### src/rtl/game_state_controller.sv
// rtl/game_state_controller.sv - level-flow FSM: title, playing, dying, game over, win
module game_state_controller #(
  parameter int unsigned DEATH_FRAMES     = 60,
  parameter int unsigned BLINK_PERIOD     = 8,
  parameter int unsigned DOOR_HOLD_FRAMES = 30
) (
  input  logic       Clk,
  input  logic       Reset,
  input  logic       frame_clk,
  input  logic       start_key,
  input  logic       player1_dead,
  input  logic       player2_dead,
  input  logic       player1_at_door,
  input  logic       player2_at_door,
  output logic [2:0] game_state,
  output logic       players_frozen,
  output logic       hazard_clear,
  output logic       death_blink,
  output logic [7:0] deaths_total
);

  typedef enum logic [2:0] {
    S_TITLE     = 3'd0,
    S_PLAYING   = 3'd1,
    S_DYING     = 3'd2,
    S_GAME_OVER = 3'd3,
    S_WIN       = 3'd4
  } state_e;

  localparam logic [7:0] DEATH_LIM = DEATH_FRAMES[7:0];
  localparam logic [7:0] BLINK_LIM = BLINK_PERIOD[7:0];
  localparam logic [7:0] DOOR_LIM  = DOOR_HOLD_FRAMES[7:0];

  state_e     state_q, state_d;
  logic       frame_prev_q, start_prev_q;
  logic [7:0] frame_cnt_q, frame_cnt_d;
  logic [7:0] door_cnt_q, door_cnt_d;
  logic [7:0] blink_cnt_q, blink_cnt_d;
  logic       blink_q, blink_d;
  logic       hclr_q, hclr_d;
  logic       frozen_q, frozen_d;
  logic [7:0] deaths_q, deaths_d;

  logic       tick, start;
  logic [7:0] frame_inc, door_inc, blink_inc, deaths_inc;

  // Edge detectors run off the previous-cycle samples so they are valid in the current cycle
  assign tick  = frame_clk & ~frame_prev_q;
  assign start = start_key & ~start_prev_q;

  // Counters never wrap; an increment at all-ones holds the value
  assign frame_inc  = (frame_cnt_q == 8'hFF) ? frame_cnt_q : frame_cnt_q + 8'd1;
  assign door_inc   = (door_cnt_q  == 8'hFF) ? door_cnt_q  : door_cnt_q  + 8'd1;
  assign blink_inc  = (blink_cnt_q == 8'hFF) ? blink_cnt_q : blink_cnt_q + 8'd1;
  assign deaths_inc = (deaths_q    == 8'hFF) ? deaths_q    : deaths_q    + 8'd1;

  // Next-state and registered-output logic for the level flow
  always_comb begin
    state_d     = state_q;
    frame_cnt_d = frame_cnt_q;
    door_cnt_d  = door_cnt_q;
    blink_cnt_d = blink_cnt_q;
    blink_d     = blink_q;
    hclr_d      = 1'b0;
    deaths_d    = deaths_q;

    case (state_q)
      S_TITLE: begin
        if (start) begin
          state_d     = S_PLAYING;
          hclr_d      = 1'b1;
          frame_cnt_d = 8'd0;
          door_cnt_d  = 8'd0;
        end
      end
      S_PLAYING: begin
        if (player1_dead | player2_dead) begin
          // Death wins over a door completion in the same cycle
          state_d     = S_DYING;
          deaths_d    = deaths_inc;
          frame_cnt_d = 8'd0;
          door_cnt_d  = 8'd0;
          blink_cnt_d = 8'd0;
          blink_d     = 1'b1;
        end else if (player1_at_door & player2_at_door) begin
          if (tick) begin
            if (door_inc == DOOR_LIM) begin
              state_d     = S_WIN;
              door_cnt_d  = 8'd0;
              frame_cnt_d = 8'd0;
            end else begin
              door_cnt_d = door_inc;
            end
          end
        end else begin
          door_cnt_d = 8'd0;
        end
      end
      S_DYING: begin
        if (tick) begin
          if (frame_inc == DEATH_LIM) begin
            state_d     = S_GAME_OVER;
            frame_cnt_d = 8'd0;
            door_cnt_d  = 8'd0;
            blink_cnt_d = 8'd0;
          end else begin
            frame_cnt_d = frame_inc;
            if (blink_inc == BLINK_LIM) begin
              blink_d     = ~blink_q;
              blink_cnt_d = 8'd0;
            end else begin
              blink_cnt_d = blink_inc;
            end
          end
        end
      end
      S_GAME_OVER: begin
        if (start) begin
          state_d     = S_PLAYING;
          hclr_d      = 1'b1;
          frame_cnt_d = 8'd0;
          door_cnt_d  = 8'd0;
        end
      end
      S_WIN: begin
        if (start) begin
          state_d     = S_TITLE;
          frame_cnt_d = 8'd0;
          door_cnt_d  = 8'd0;
        end
      end
      default: begin
        state_d     = S_TITLE;
        frame_cnt_d = 8'd0;
        door_cnt_d  = 8'd0;
        blink_cnt_d = 8'd0;
      end
    endcase

    if (state_d != S_DYING) begin
      blink_d = 1'b0;
    end
    frozen_d = (state_d != S_PLAYING);
  end

  // State and output registers; start_prev resets high so a held key is not a press
  always_ff @(posedge Clk or negedge Reset) begin
    if (!Reset) begin
      state_q      <= S_TITLE;
      frame_prev_q <= 1'b0;
      start_prev_q <= 1'b1;
      frame_cnt_q  <= 8'd0;
      door_cnt_q   <= 8'd0;
      blink_cnt_q  <= 8'd0;
      blink_q      <= 1'b0;
      hclr_q       <= 1'b0;
      frozen_q     <= 1'b1;
      deaths_q     <= 8'd0;
    end else begin
      state_q      <= state_d;
      frame_prev_q <= frame_clk;
      start_prev_q <= start_key;
      frame_cnt_q  <= frame_cnt_d;
      door_cnt_q   <= door_cnt_d;
      blink_cnt_q  <= blink_cnt_d;
      blink_q      <= blink_d;
      hclr_q       <= hclr_d;
      frozen_q     <= frozen_d;
      deaths_q     <= deaths_d;
    end
  end

  assign game_state     = state_q;
  assign players_frozen = frozen_q;
  assign hazard_clear   = hclr_q;
  assign death_blink    = blink_q;
  assign deaths_total   = deaths_q;

endmodule

### config.mk
export PLATFORM = sky130hd
export DESIGN_NAME = game_state_controller
export DESIGN_NICKNAME = d
export VERILOG_FILES = /design/src/rtl/game_state_controller.sv
export SDC_FILE = /design/constraint.sdc
export NUM_CORES = 1
export LEC_CHECK = 0
export CORE_UTILIZATION = 58
export CTS_CLUSTER_SIZE = 8
export DETAILED_ROUTE_END_ITERATION = 8
export PLACE_DENSITY = 0.81
export SLEW_MARGIN = 20
export SYNTH_ARGS = -nofsm -noshare
export SYNTH_HDL_FRONTEND = slang
export SYNTH_SLANG_ARGS = --single-unit
export TNS_END_PERCENT = 10
### constraint.sdc
create_clock -name Clk -period 2.85 [get_ports Clk]
set_clock_uncertainty 0.05 [all_clocks]
set_input_delay 0.285 -clock Clk [delete_from_list [all_inputs] [get_ports Clk]]
set_output_delay 0.285 -clock Clk [all_outputs]
set_load 0.005 [all_outputs]
==> flow_summary.yaml <==
cts:
  post_cts_buffers: 0
  cts.reportedPaths.clkPinSlew_ns: 0.08
  htreeDepth: 2
  cts_buffers: 5
  insertion_delay_ns: 0.30
  hold_buffers: 0
  cts_sinks: 40
  clk_path_buf_depth: 2
  ctsRootBufferMaster: "clkbuf_8"
  cts_tree: "done"
  ctsResizeCount: 0
floorplan:
  rows: 23
  initial_core_util: 0.620
  die_area_mm2: 0.00467
  core_mm2: 0.00412
  die_x_um: 68.3
  die_y_um: 68.3
  io_pins: 22
flow_run:
  drv_cap: 0
route:
  via_count: 2261
  first_pass_iters: 4
  drcViolationCount: 0
  avgViaCountPerCell: 6.35
  routed_wirelength_mm: 5.74
  avgRoutedWirePerCell_um: 16.1
  ant_nets: 0
  drtIter0Drc: 306
critical_path:
  cp-start-kind: "flip-flop"
  r2r_cells: 7
  slowest_stage: "or4_4"
  crit_required_ns: 2.97
  critical_path.most_common_cell: "and2_1"
  critPathArrivalTime_ns: 2.83
  cp-end-kind: "flip-flop"
  cpPeakStageDelay_ns: 0.58
  path_max_fanout: 8
  crit_chain: "ha_1 -> and2_1 -> a41oi_4 -> or4_4 -> o31ai_4 -> and2_1 -> a21oi_1"
  critPathKind: "flip-flop to flip-flop"
synth:
  synthesis.instances: 285
  syn_area_mm2: 0.00255
  yosys_warnings: 0
  synth-seq-cells: 40
  ys_types: 66
  synth-edff-count: 0
  synthArstFlopShare: 1.00
  synth_top_area_share: 0.373
  yosysSeqAreaShare: 0.394
  synth-main-ff-cell: "dfrtp_1"
  syn-num-nets: 297
  synth_top_cell_by_area: "dfrtp_1"
  syn_avg_cell_area_um2: 8.95
  synth_area_leaders: "dfrtp_1, a21oi_1, nand2_1"
final_layout:
  diodes: 0
  drive_above_1_share: 0.124
  fin_nets: 317
  seqCellArea_mm2: 0.00100
  multiInputGateArea_mm2: 0.00143
  num-fill-cells: 327
  synthToLayoutAreaGrowth_pct: 13.9
hold_path:
  hold_class: "primary input to asynchronous set/reset pin"
pwr:
  p_per_area_mw_per_mm2: 724
  swShare: 0.370
  p_leak_nw: 1.20
  max-vdd-ir-drop_mv: 0.537
  p_seq_frac: 0.364
  p_comb_frac: 0.398
  clkPwrFrac: 0.238
  power.switching_mw: 0.779
  p_int_mw: 1.32
  power_mw: 2.10
sta:
  setup_tns_ns: 0
  rsz0062_at_grt: "no"
  finalCriticalPeriod_ns: 2.71
  fmax_mhz: 368
  maxSlewHeadroom: 0.424
  worst_pin_slew_ns: 0.863
  finalCritPeriodShare: 0.952
  setup_viol: 0
  hold_viol_final: 0
  worst_hold_slack_ns: 0.0414
  finalMaxSlewViolations: 0
place:
  gp_routability_congestion: 1.01
  portBuffers: 21
  hpwl_mm: 4.06
global_routing:
  grtUsageTotal: 0.283
  grt_overflow: 0
  grt_max_degree: 41
  grt_pass1_wl_mm: 9.69
  antenna_found_initial: 0
  grt_pass1_vias: 2074
status:
  status: "finished clean"
==> cell usage after synthesis, drive strengths merged, types with 2 or more instances <==
master  number
or2b         2
a21o         4
nor3         6
a31oi        9
o22a         2
o32ai        2
a22o         2
inv          9
or4          2
nand4        8
o21ai        3
a21boi       3
nand3b       2
clkbuf       8
nor4b        2
o22ai        3
xor2         3
nor3b        3
a32o         2
nand2b       5
buf          6
nand2       28
or3          2
or2          3
nor2        18
and2         8
a21oi       31
dfrtp       38
a41oi        4
nor2b        2
ha           4
a211oi       2
o211ai       2
nand3       14
xnor2        6
and3         9
o31ai        5
o21a         5
dfstp        2
==> metal layers <==
layer	global-route usage	wire (µm)	vias up	share of wire
met5	0	0	-	0
li1	-	-	1099	-
met3	0.0583	244	7	0.043
met1	0.373	2640	1092	0.46
met4	0.102	76	0	0.013
met2	0.455	2780	63	0.48
==> worst max-delay path: cells and delay by family (launching register included) <==
| kind | cells | cell delay [ns] |
|---|---|---|
| fa+ha+maj | 1 | 0.32 |
| simple gates | 3 | 1.23 |
| compound gates | 3 | 0.51 |
| flops | 1 | 0.48 |
==> cells in the final DEF (no fill, tap or decap), types with 3 or more instances in the layout <==
| cell | synthesis | final |
|---|---|---|
| a21boi_0 | 3 | 3 |
| a21o_1 | 4 | 4 |
| a21oi_1 | 30 | 30 |
| a31oi_1 | 9 | 9 |
| a41oi_1 | 3 | 3 |
| and2_1 | 6 | 6 |
| and3_1 | 6 | 6 |
| and3_2 | 3 | 3 |
| buf_4 | 3 | 6 |
| clkbuf_8 | 0 | 6 |
| clkdlybuf4s50_1 | 0 | 20 |
| dfrtp_1 | 38 | 38 |
| ha_1 | 4 | 4 |
| inv_1 | 9 | 9 |
| nand2_1 | 28 | 28 |
| nand2b_1 | 5 | 5 |
| nand3_1 | 14 | 14 |
| nand4_1 | 8 | 8 |
| nor2_1 | 18 | 18 |
| nor3_1 | 6 | 6 |
| nor3b_1 | 3 | 3 |
| o21a_1 | 5 | 5 |
| o22ai_1 | 3 | 3 |
| o31ai_1 | 4 | 4 |
| or2_2 | 3 | 3 |
| xnor2_1 | 6 | 6 |
| xor2_1 | 3 | 3 |
==> cell families after synthesis <==
group,share of synthesized area
buffers and inverters,0.0446
xor gates and xnor gates,0.0309
adders and majority gates,0.0196
and+or+nand+nor,0.262
AOI/OAI and AO/OA,0.241
muxes,0.00834
DFF,0.394
==> power by group through the flow <==
| stage | combinational (mW) | clock [mW] | sequential [mW] |
|---|---|---|---|
| after floorplan | 0.563 | 0 | 0.746 |
| after global placement | 0.809 | 0 | 0.768 |
| after detailed placement | 0.829 | 0 | 0.773 |
| after CTS | 0.836 | 0.508 | 0.763 |
| after global routing | 0.934 | 0.533 | 0.783 |
| final | 0.837 | 0.500 | 0.765 |
==> final timing paths <==
path / start / endpoint / slack (ns)
worst max-delay path: door_cnt_q[1]$_DFFE_PN0P_ / frame_cnt_q[7]$_DFFE_PN0P_ / 0.14
worst min-delay path: Reset / frame_prev_q$_DFF_PN0_ / 0.04
worst max register to register: door_cnt_q[1]$_DFFE_PN0P_ / frame_cnt_q[7]$_DFFE_PN0P_ / 0.14
worst min register to register: deaths_total[4]$_DFFE_PN0P_ / deaths_total[4]$_DFFE_PN0P_ / 0.45
max in group asynchronous: Reset / deaths_total[2]$_DFFE_PN0P_ / 2.17
min in group Clk: start_key / start_prev_q$_DFF_PN1_ / 0.37
==> per-stage QoR <==
step / setup WS, ns / cells / cell area, µm² / util
2_1_floorplan: 0.375 / 285 / 2550 / -
3_3_place_gp: 0.200 / 348 / 2780 / 0.676
3_5_place_dp: 0.190 / 348 / 2780 / 0.676
4_1_cts: 0.173 / 356 / 2900 / 0.706
5_1_grt: 0.00205 / 356 / 2900 / 0.706
6_report: 0.136 / 356 / 2900 / 0.706
==> final cells by class <==
type,instances,share of cell area
Clock inverter,2,0.0134
Timing Repair Buffer,27,0.0862
Clock buffer,6,0.0284
Tap cell,50,0.0215
Sequential cell,40,0.346
Inverter,9,0.0116
Multi-Input combinational cell,222,0.493
==> flip-flops by register name (all words and copies together), names as in the netlist <==
register and count:
players_frozen 1, game_state 3, frame_cnt_q 8, deaths_total 8, hazard_clear 1, door_cnt_q 8
frame_prev_q 1, start_prev_q 1, blink_cnt_q 8, death_blink 1
Power figures use the tool's default switching activity.
